File: src/rtl/msb_first_serializer.sv
// MSB-first parallel-to-serial converter with a one-word hold buffer so that
// consecutive words stream with no idle cycles between them.
module msb_first_serializer #(
    parameter int WIDTH = 8
) (
    input  logic             clk,
    input  logic             rst_n,
    input  logic             in_valid,
    output logic             in_ready,
    input  logic [WIDTH-1:0] in_data,
    input  logic             ser_ready,
    output logic             ser_valid,
    output logic             ser_bit,
    output logic             ser_first,
    output logic             ser_last,
    output logic             busy
);
    localparam int CW = (WIDTH > 1) ? $clog2(WIDTH) : 1;
    localparam logic [CW-1:0] CNT_MAX = CW'(WIDTH - 1);

    typedef enum logic {
        IDLE  = 1'b0,
        SHIFT = 1'b1
    } state_t;

    state_t           state;
    logic [WIDTH-1:0] shreg;
    logic [WIDTH-1:0] hold_data;
    logic [CW-1:0]    cnt;
    logic             hold_valid;
    logic             accept;
    logic             advance;
    logic             end_of_word;
    logic             bypass;
    logic             fill_hold;

    assign in_ready    = ~hold_valid;
    assign accept      = in_valid & in_ready;
    assign advance     = (state == SHIFT) & ser_ready;
    assign end_of_word = advance & (cnt == '0);
    // A word arriving exactly as the current one ends goes straight to shreg.
    assign bypass      = end_of_word & ~hold_valid & accept;
    assign fill_hold   = (state == SHIFT) & accept & ~bypass;

    always_ff @(posedge clk or negedge rst_n) begin
        if (!rst_n) begin
            state      <= IDLE;
            shreg      <= '0;
            cnt        <= '0;
            hold_valid <= 1'b0;
        end else begin
            case (state)
                IDLE: begin
                    if (accept) begin
                        shreg <= in_data;
                        cnt   <= CNT_MAX;
                        state <= SHIFT;
                    end
                end
                SHIFT: begin
                    if (advance) begin
                        if (cnt != '0) begin
                            shreg <= shreg << 1;
                            cnt   <= cnt - 1'b1;
                        end else if (hold_valid) begin
                            shreg      <= hold_data;
                            cnt        <= CNT_MAX;
                            hold_valid <= 1'b0;
                        end else if (accept) begin
                            shreg <= in_data;
                            cnt   <= CNT_MAX;
                        end else begin
                            state <= IDLE;
                        end
                    end
                    if (fill_hold) begin
                        hold_valid <= 1'b1;
                    end
                end
                default: state <= IDLE;
            endcase
        end
    end

    // Hold payload carries no reset; hold_valid alone qualifies it.
    always_ff @(posedge clk) begin
        if (fill_hold) begin
            hold_data <= in_data;
        end
    end

    // Outputs are decodes of registers only, held naturally during a stall.
    assign ser_valid = (state == SHIFT);
    assign ser_bit   = (state == SHIFT) & shreg[WIDTH-1];
    assign ser_first = (state == SHIFT) & (cnt == CNT_MAX);
    assign ser_last  = (state == SHIFT) & (cnt == '0);
    assign busy      = (state == SHIFT) | hold_valid;

endmodule

File: config.mk
export PLATFORM = sky130hd
export DESIGN_NAME = msb_first_serializer
export DESIGN_NICKNAME = d
export VERILOG_FILES = /design/src/rtl/msb_first_serializer.sv
export SDC_FILE = /design/constraint.sdc
export NUM_CORES = 1
export LEC_CHECK = 0
export ABC_AREA = 1
export CORE_MARGIN = 3
export CORE_UTILIZATION = 56
export CTS_CLUSTER_DIAMETER = 40
export DETAILED_ROUTE_END_ITERATION = 10
export GPL_ROUTABILITY_DRIVEN = 0
export PLACE_DENSITY = 0.83
export SLEW_MARGIN = 20
export SYNTH_ARGS = -nofsm -noshare
export SYNTH_HDL_FRONTEND = slang
export SYNTH_SLANG_ARGS = --single-unit
export TNS_END_PERCENT = 100
File: constraint.sdc
create_clock -name clk -period 3.9 [get_ports clk]
set_clock_uncertainty 0.05 [all_clocks]
set_input_delay 1.17 -clock clk [delete_from_list [all_inputs] [get_ports clk]]
set_output_delay 1.17 -clock clk [all_outputs]
set_load 0.02 [all_outputs]
* Word-level counts from Yosys, hierarchy flattened
Index checks and enable logic that the tools add are counted.
** Operators by class
- Bitwise operators :: 14
- $add $sub $neg :: 1
- Multiplexer cells :: 18
- Reduce and logical (&&, ||, !) cells :: 4
- Equality and inequality tests :: 3
** Operator list (count)
- $mux W8 :: 4
- $pmux W8 S2 :: 1
- $mux W3 :: 4
- $and A1 B1 Y1 :: 10
- $mux W1 :: 7
- $pmux W3 S2 :: 1
- $eq A3 B3 Y1 const B :: 1
- $logic_not A3 Y1 :: 1
- $not A1 Y1 :: 3
- $reduce_and A3 Y1 :: 1
- $reduce_bool A3 Y1 :: 1
- $sub A3 B1 Y3 const B :: 1
- $ne A2 B1 Y1 const B :: 1
- $ne A2 B2 Y1 const B :: 1
- $pmux W1 S2 :: 1
- $reduce_bool A2 Y1 :: 1
- $or A1 B1 Y1 :: 1
** Storage, ports and cells
- Output and inout port bits :: 6
- Input port bits :: 12
- Bits in registers :: 21
- Logic and storage cells :: 45

* Depth between registers and ports, before layout
- Depth after elaboration :: 8
- Depth in mapped cells :: 9
- Depth with buffers taken out :: 9

* Worst setup path before layout
OpenSTA, ideal clock, no wires.
- Path kind :: flip-flop to output port
- Start :: reg cnt[0]
- End :: out ser_last
- Data arrival time :: 1.064 ns
- Stages on the path, launching flop included :: 5
- Slack :: 1.616 ns
- Data required time :: 2.680 ns
- Buffers on the path :: 0
- Cell sequence :: dfrtp_1 -> inv_1 -> ha_1 -> nand2_2 -> nor2_1
** On the way
- Longest elaborated chain between the ends :: 2
** Ends and longest elaborated chain
- from (decl) :: line 29 : logic [CW-1:0] cnt;
- from (signal assigned) :: line 64 : cnt <= cnt - 1'b1;
- $logic_not A3 Y1 :: line 96 : assign ser_last = (state == SHIFT) & (cnt == '0);
- $and A1 B1 Y1 :: line 96
- to (decl) :: line 15 : output logic ser_last,
Every way passes these cells.

* Worst setup path in the final report
Same ends and word-level chain as after synthesis.

==> out/qor.yml <==
timing:
  setup_violations: 0
  rsz0062_at_grt: "false"
  worst_slew_pin_slew_ps: 617
  whs_ps: 489
  period_needed_ps: 3130
  slew_headroom_pct: 58.7
  max_freq_ghz: 0.320
  fin_setup_tns_ps: 0
  final-hold-violation-count: 0
  report.final.slew_viol_count: 0
  finalCritPeriodShare_pct: 80.2
setup_path:
  reg2regPathDepth: 5
  crit_fanout: 9
  worstSetupStartpointType: "flip-flop"
  crit_required_ps: 2680
  worst-path-stages: 5
  timing.critical_path.buf_inv: 2
  crit_arrival_ps: 1910
  cp_slowest_cell: "clkdlybuf4s50_1"
  end_kind: "output port"
  rrSetupSlack_ps: 2140
  cpPeakStageDelay_ps: 620
  path_cells: "inv_1, ha_1, nand2_2, nor2_1, clkdlybuf4s50_1"
  critical_path.top_delay_family: "buffers and inverters"
  path_class: "flip-flop to output port"
final_layout:
  num-nets-final: 193
  layout-drive-gt1-share_pct: 8.47
  stdcell_area_mm2: 0.00138
  fillers: 168
  area_growth_pct: 18.2
  final_core_util_pct: 75.0
  num_antenna_cells: 0
floorplanning:
  die_area_mm2: 0.00267
  core_area_mm2: 0.00184
  fp.dieH_um: 51.7
  ios: 18
  die_w_um: 51.7
  initial_core_util_pct: 63.5
  core.rowCount: 15
synthesis:
  synth_flop_cell: "dfrtp_1"
  synth_edf_count: 8
  yosysMostFrequentCell: "nand2_1"
  synth_warnings: 0
  synthMuxAreaShare_pct: 0
  synthAdderAreaFrac_pct: 3.22
  synthTopCellsByArea: "dfrtp_1, nand2_1, edfxtp_1"
  synthesis.nets: 173
  synth_area_per_cell_um2: 7.39
  syn_area_mm2: 0.00117
  ys_async_sr_fraction_pct: 61.9
  synth_compound_area_share_pct: 4.61
  yosys.area.top_type: "dfrtp_1"
  synth_top_cell_area_share_pct: 27.9
  syn_inst: 158
  synthSimpleGateAreaFrac_pct: 37.1
  synth-seq-cells: 21
  synth_cell_types: 19
  synth_common_cells: "nand2_1, nor2_1, dfrtp_1"
  synth_top_family_by_area: "simple AND/OR/NAND/NOR gates"
  synthXorXnorAreaFrac_pct: 0.750
  ys_seq_area_share_pct: 48.4
power:
  power_density_mw_per_mm2: 625
  cellLeakagePower_nw: 0.712
  vdd_ir_drop_max_v: 0.000480
global_route:
  overflow: 0
  grt_first_pass_wirelength_mm: 4.41
  met2_usage_pct: 38.1
  grt_util_met1_pct: 26.7
  grt_antenna_before_repair: 0
  gr-max-usage-layer: "met2"
  grt_max_degree: 14
  grt_usage_pct: 22.6
  use_met3_pct: 4.58
  grt_pass1_vias: 1039
placed_design:
  dpl-instance-area_mm2: 0.00135
  io_buffers: 17
  hpwlAfterDp_mm: 1.99
route:
  wl_per_cell_um: 12.9
  drt_iter0_markers: 42
  drc: 0
  ant_nets: 0
  drt-pass1-iter-count: 4
  avgViaCountPerCell: 5.25
  wirelength_mm: 2.61
  vias: 1060
clocking:
  cts_buffer_depth: 2
  cts_sinks: 21
  htreeDepth: 1
  postCtsSetupBuffers: 0
  cts_hold_buffers: 0
  cts_made_buffers: 3
  cts_resized: 0
  insertion_delay_ps: 310
  tritoncts: "yes"
  path_clk_slew_ps: 110
  cts_root_buffer: "clkbuf_4"
min_path:
  hold_path.class: "flip-flop to flip-flop"
  min_path_cells: 2
job:
  max_cap_violations: 0
run_status:
  status: "completed"
-- through the flow --
stage	power [W]	std cells	worst slack, ps
6_report	0.000863	202	772
5_1_grt	0.000934	202	644
4_1_cts	0.000862	202	767
3_5_place_dp	0.000757	198	1120
3_3_place_gp	0.000739	198	1170
2_1_floorplan	0.000633	158	1620
-- report_power, final --
group          internal (W)  switching [W]
combinational      0.000150       0.000244
sequential         0.000299      0.0000633
clock             0.0000384      0.0000688
total              0.000487       0.000376
-- logic make-up (layout without fill, tap and decap cells) --
family | count (synthesis) | count (layout)
xor gates and xnor gates | 1 | 1
DFF | 21 | 21
adders and majority gates | 3 | 3
and+or+nand+nor | 108 | 108
buffers and inverters | 16 | 35
AOI/OAI and AO/OA | 9 | 9
-- sequential cells by signal, summed over array words and instances, names as in the netlist --
register	count
hold_data	8
shreg	8
cnt	3
hold_valid	1
ser_valid	1
-- worst paths after layout --
path / startpoint / to
worst max-delay path: cnt[0] / ser_last
worst min-delay path: shreg[0] / shreg[0]
worst max register to register: hold_valid / hold_data[4]
worst min register to register: shreg[0] / shreg[0]
max in group asynchronous: rst_n / cnt[1]
min in group asynchronous: rst_n / shreg[1]
-- routing by layer --
metal  wire length (um)  vias up  part of all wire (%)
li1                   -      531                     -
met3                156        9                   6.0
met2               1250       37                    48
met5                  0        -                     0
met1               1140      483                    44
met4                 64        0                   2.4
-- cell usage in the layout (no fill, tap or decap) --
cell	instances
nand2_1	76
nor2_1	18
clkdlybuf4s50_1	17
dfrtp_1	13
nand3_1	10
inv_1	8
edfxtp_1	8
inv_2	6
o21ai_1	4
ha_1	3
clkbuf_4	3
nand2_2	2
o21ai_0	2
nor2_2	1
o211ai_1	1
nor2_4	1
o21ai_2	1
xor2_1	1
o21bai_1	1
clkinv_2	1
-- layout make-up --
| type | count | area (um^2) | share of cell area (%) |
|---|---|---|---|
| Sequential cell | 21 | 566 | 41.0 |
| Multi-Input combinational cell | 121 | 533 | 38.6 |
| Timing Repair Buffer | 17 | 170 | 12.3 |
| Inverter | 14 | 52.6 | 3.81 |
| Tap cell | 25 | 31.3 | 2.27 |
| Clock buffer | 3 | 22.5 | 1.63 |
| Clock inverter | 1 | 5.00 | 0.363 |
-- worst register-to-register path: stages, from the launching register on --
cell and delay (ps):
dfrtp_1 540, inv_2 170, nand2_2 140, inv_2 190, nand3_1 120, inv_1 250
No activity file was read; power rests on OpenSTA's default activity.
==> variant, RTL diff (same flow settings) <==
`WIDTH`: 8 -> 4.
--- a/src/rtl/msb_first_serializer.sv
+++ b/src/rtl/msb_first_serializer.sv
@@ -1,7 +1,7 @@
 // MSB-first parallel-to-serial converter with a one-word hold buffer so that
 // consecutive words stream with no idle cycles between them.
 module msb_first_serializer #(
-    parameter int WIDTH = 8
+    parameter int WIDTH = 4
 ) (
     input  logic             clk,
     input  logic             rst_n,
Ports: changed (resized in_data); port bits go from 18 to 14. The function was not compared with the original's and may differ.
==> variant against the unedited design <==
Design area is 34% lower. Largest cell class is now multi-input gates. Routed wire length fell by 32%. Global-route usage down 0.13 points. Power fell by 13%. Sequential power decreased by 36%. Non-clock buffer count decreased by 4. Worst setup slack improved by 0.16 ns. Core utilization rose by 2.6 points. Area after synthesis down 36%. Critical path depth shrank 1. Final cell count is 30% lower. Sequential cell count decreased by 9.
==> variant: results (changes against the unedited design) <==
Pwr
  – Leakage: 0.5023 nW (-29%)
  – Switching power: 0.3547 mW (-5.7%)
  – Peak supply drop: 0.4717 mV (-1.8%)

Synth
  – Post-synth EDFFs: 4 (-4)
  – Post-Syn Nets: 121 (-30%)
  – Top cells by count, synth: nand2_1 (48), inv_1 (18), nor2_1 (11)
  – Post-synth cell types: 14 (-5)
  – Synth top area cells: dfrtp_1 (27%), nand2_1 (24%), edfxtp_1 (16%)
  – Async S/R FF share, synth: 66.67% (+4.8 points)

Finish
  – Fin nets: 137 (-29%)
  – Layout cells sized above 1: 4.688% (-3.8 points)

Setup path
  – Slowest stage delay, CP: 0.60 ns (-0.02 ns)
  – Arr. time, crit path: 1.75 ns (-0.16 ns)

Detailed routing
  – Initial drt markers: 24 (-43%)
  – Drt wl/cell: 12.56 um (-2.9%)
  – Vias per inst: 5.232 (-0.29%)

GRT
  – First-pass GRT wire length: 3084 um (-30%)
  – Tot GR Track Use: 22.48% (-0.13 points)
  – Largest net degree at the start of global routing: 13 (-1)

Placement
  – Pre-CTS setup slack: 1.260 ns (+0.1443 ns)
  – Area after DPL: 873.3 sq um (-35%)
  – I/O Buffers: 13 (-4)

Timing
  – Worst-case hold slack: 0.4712 ns (-0.01771 ns)
  – Slew margin rel.: 70.24% (+11 points)

Clocking
  – Worst-path clk slew: 0.08 ns (-0.03 ns)
  – Later-pin clock latency in the skew report: 0.28 ns (-0.03 ns)

Outcome
  – Status: complete, no violations
variant: area by class of cell:
class / instances / area [sq um]
multi-input combinational: 80 / 334.1
tap: 14 / 17.52
clock buffer: 4 / 36.28
inverter: 19 / 71.32
sequential: 12 / 320.3
fill: 93 / 261.5
timing repair buffer: 13 / 130.1
variant: critical path, delay by kind of cell (launching register included):
kind,cells,cell delay (ns)
flops,1,0.42
buf+inv,2,0.68
simple gates,2,0.38
variant: how the worst max path moves through the flow:
stage,from,to,slack (ns),cells past startpoint
final,cnt[1],ser_last,0.93,4
after global routing,cnt[1],ser_last,0.83,4
after CTS,cnt[1],ser_last,0.95,4
after detailed placement,ser_valid,ser_first,1.26,3
after global placement,ser_valid,ser_first,1.29,3
after floorplan,ser_valid,ser_first,1.62,3
variant: kinds of logic (layout without fill, tap and decap cells):
logic type | after synthesis | in the layout | synth area share [%]
flip-flops | 12 | 12 | 43.17
AND/OR/NAND/NOR | 68 | 68 | 36.43
buffers and inverters | 21 | 36 | 11.80
AO/OA/AOI/OAI | 12 | 12 | 8.600
variant: routing by layer:
| metal | track usage [%] | wire (um) |
|---|---|---|
| met1 | 29.44 | 746 |
| met2 | 34.95 | 859 |
| met3 | 4.721 | 142 |
| met4 | 10.56 | 36 |
| met5 | 0 | 0 |
variant: stage by stage:
stage               cells  utilization [%]
finish                142            77.67
global route          142            77.67
CTS                   142            77.67
detailed placement    138            74.57
global placement      138            74.57
floorplan             113                -
variant: power by group through the flow:
stage	registers [mW]	logic, mW	clock network, mW
final	0.232	0.418	0.101
after global routing	0.240	0.469	0.110
after CTS	0.231	0.415	0.101
after detailed placement	0.233	0.412	0
after global placement	0.234	0.401	0
after floorplan	0.220	0.296	0
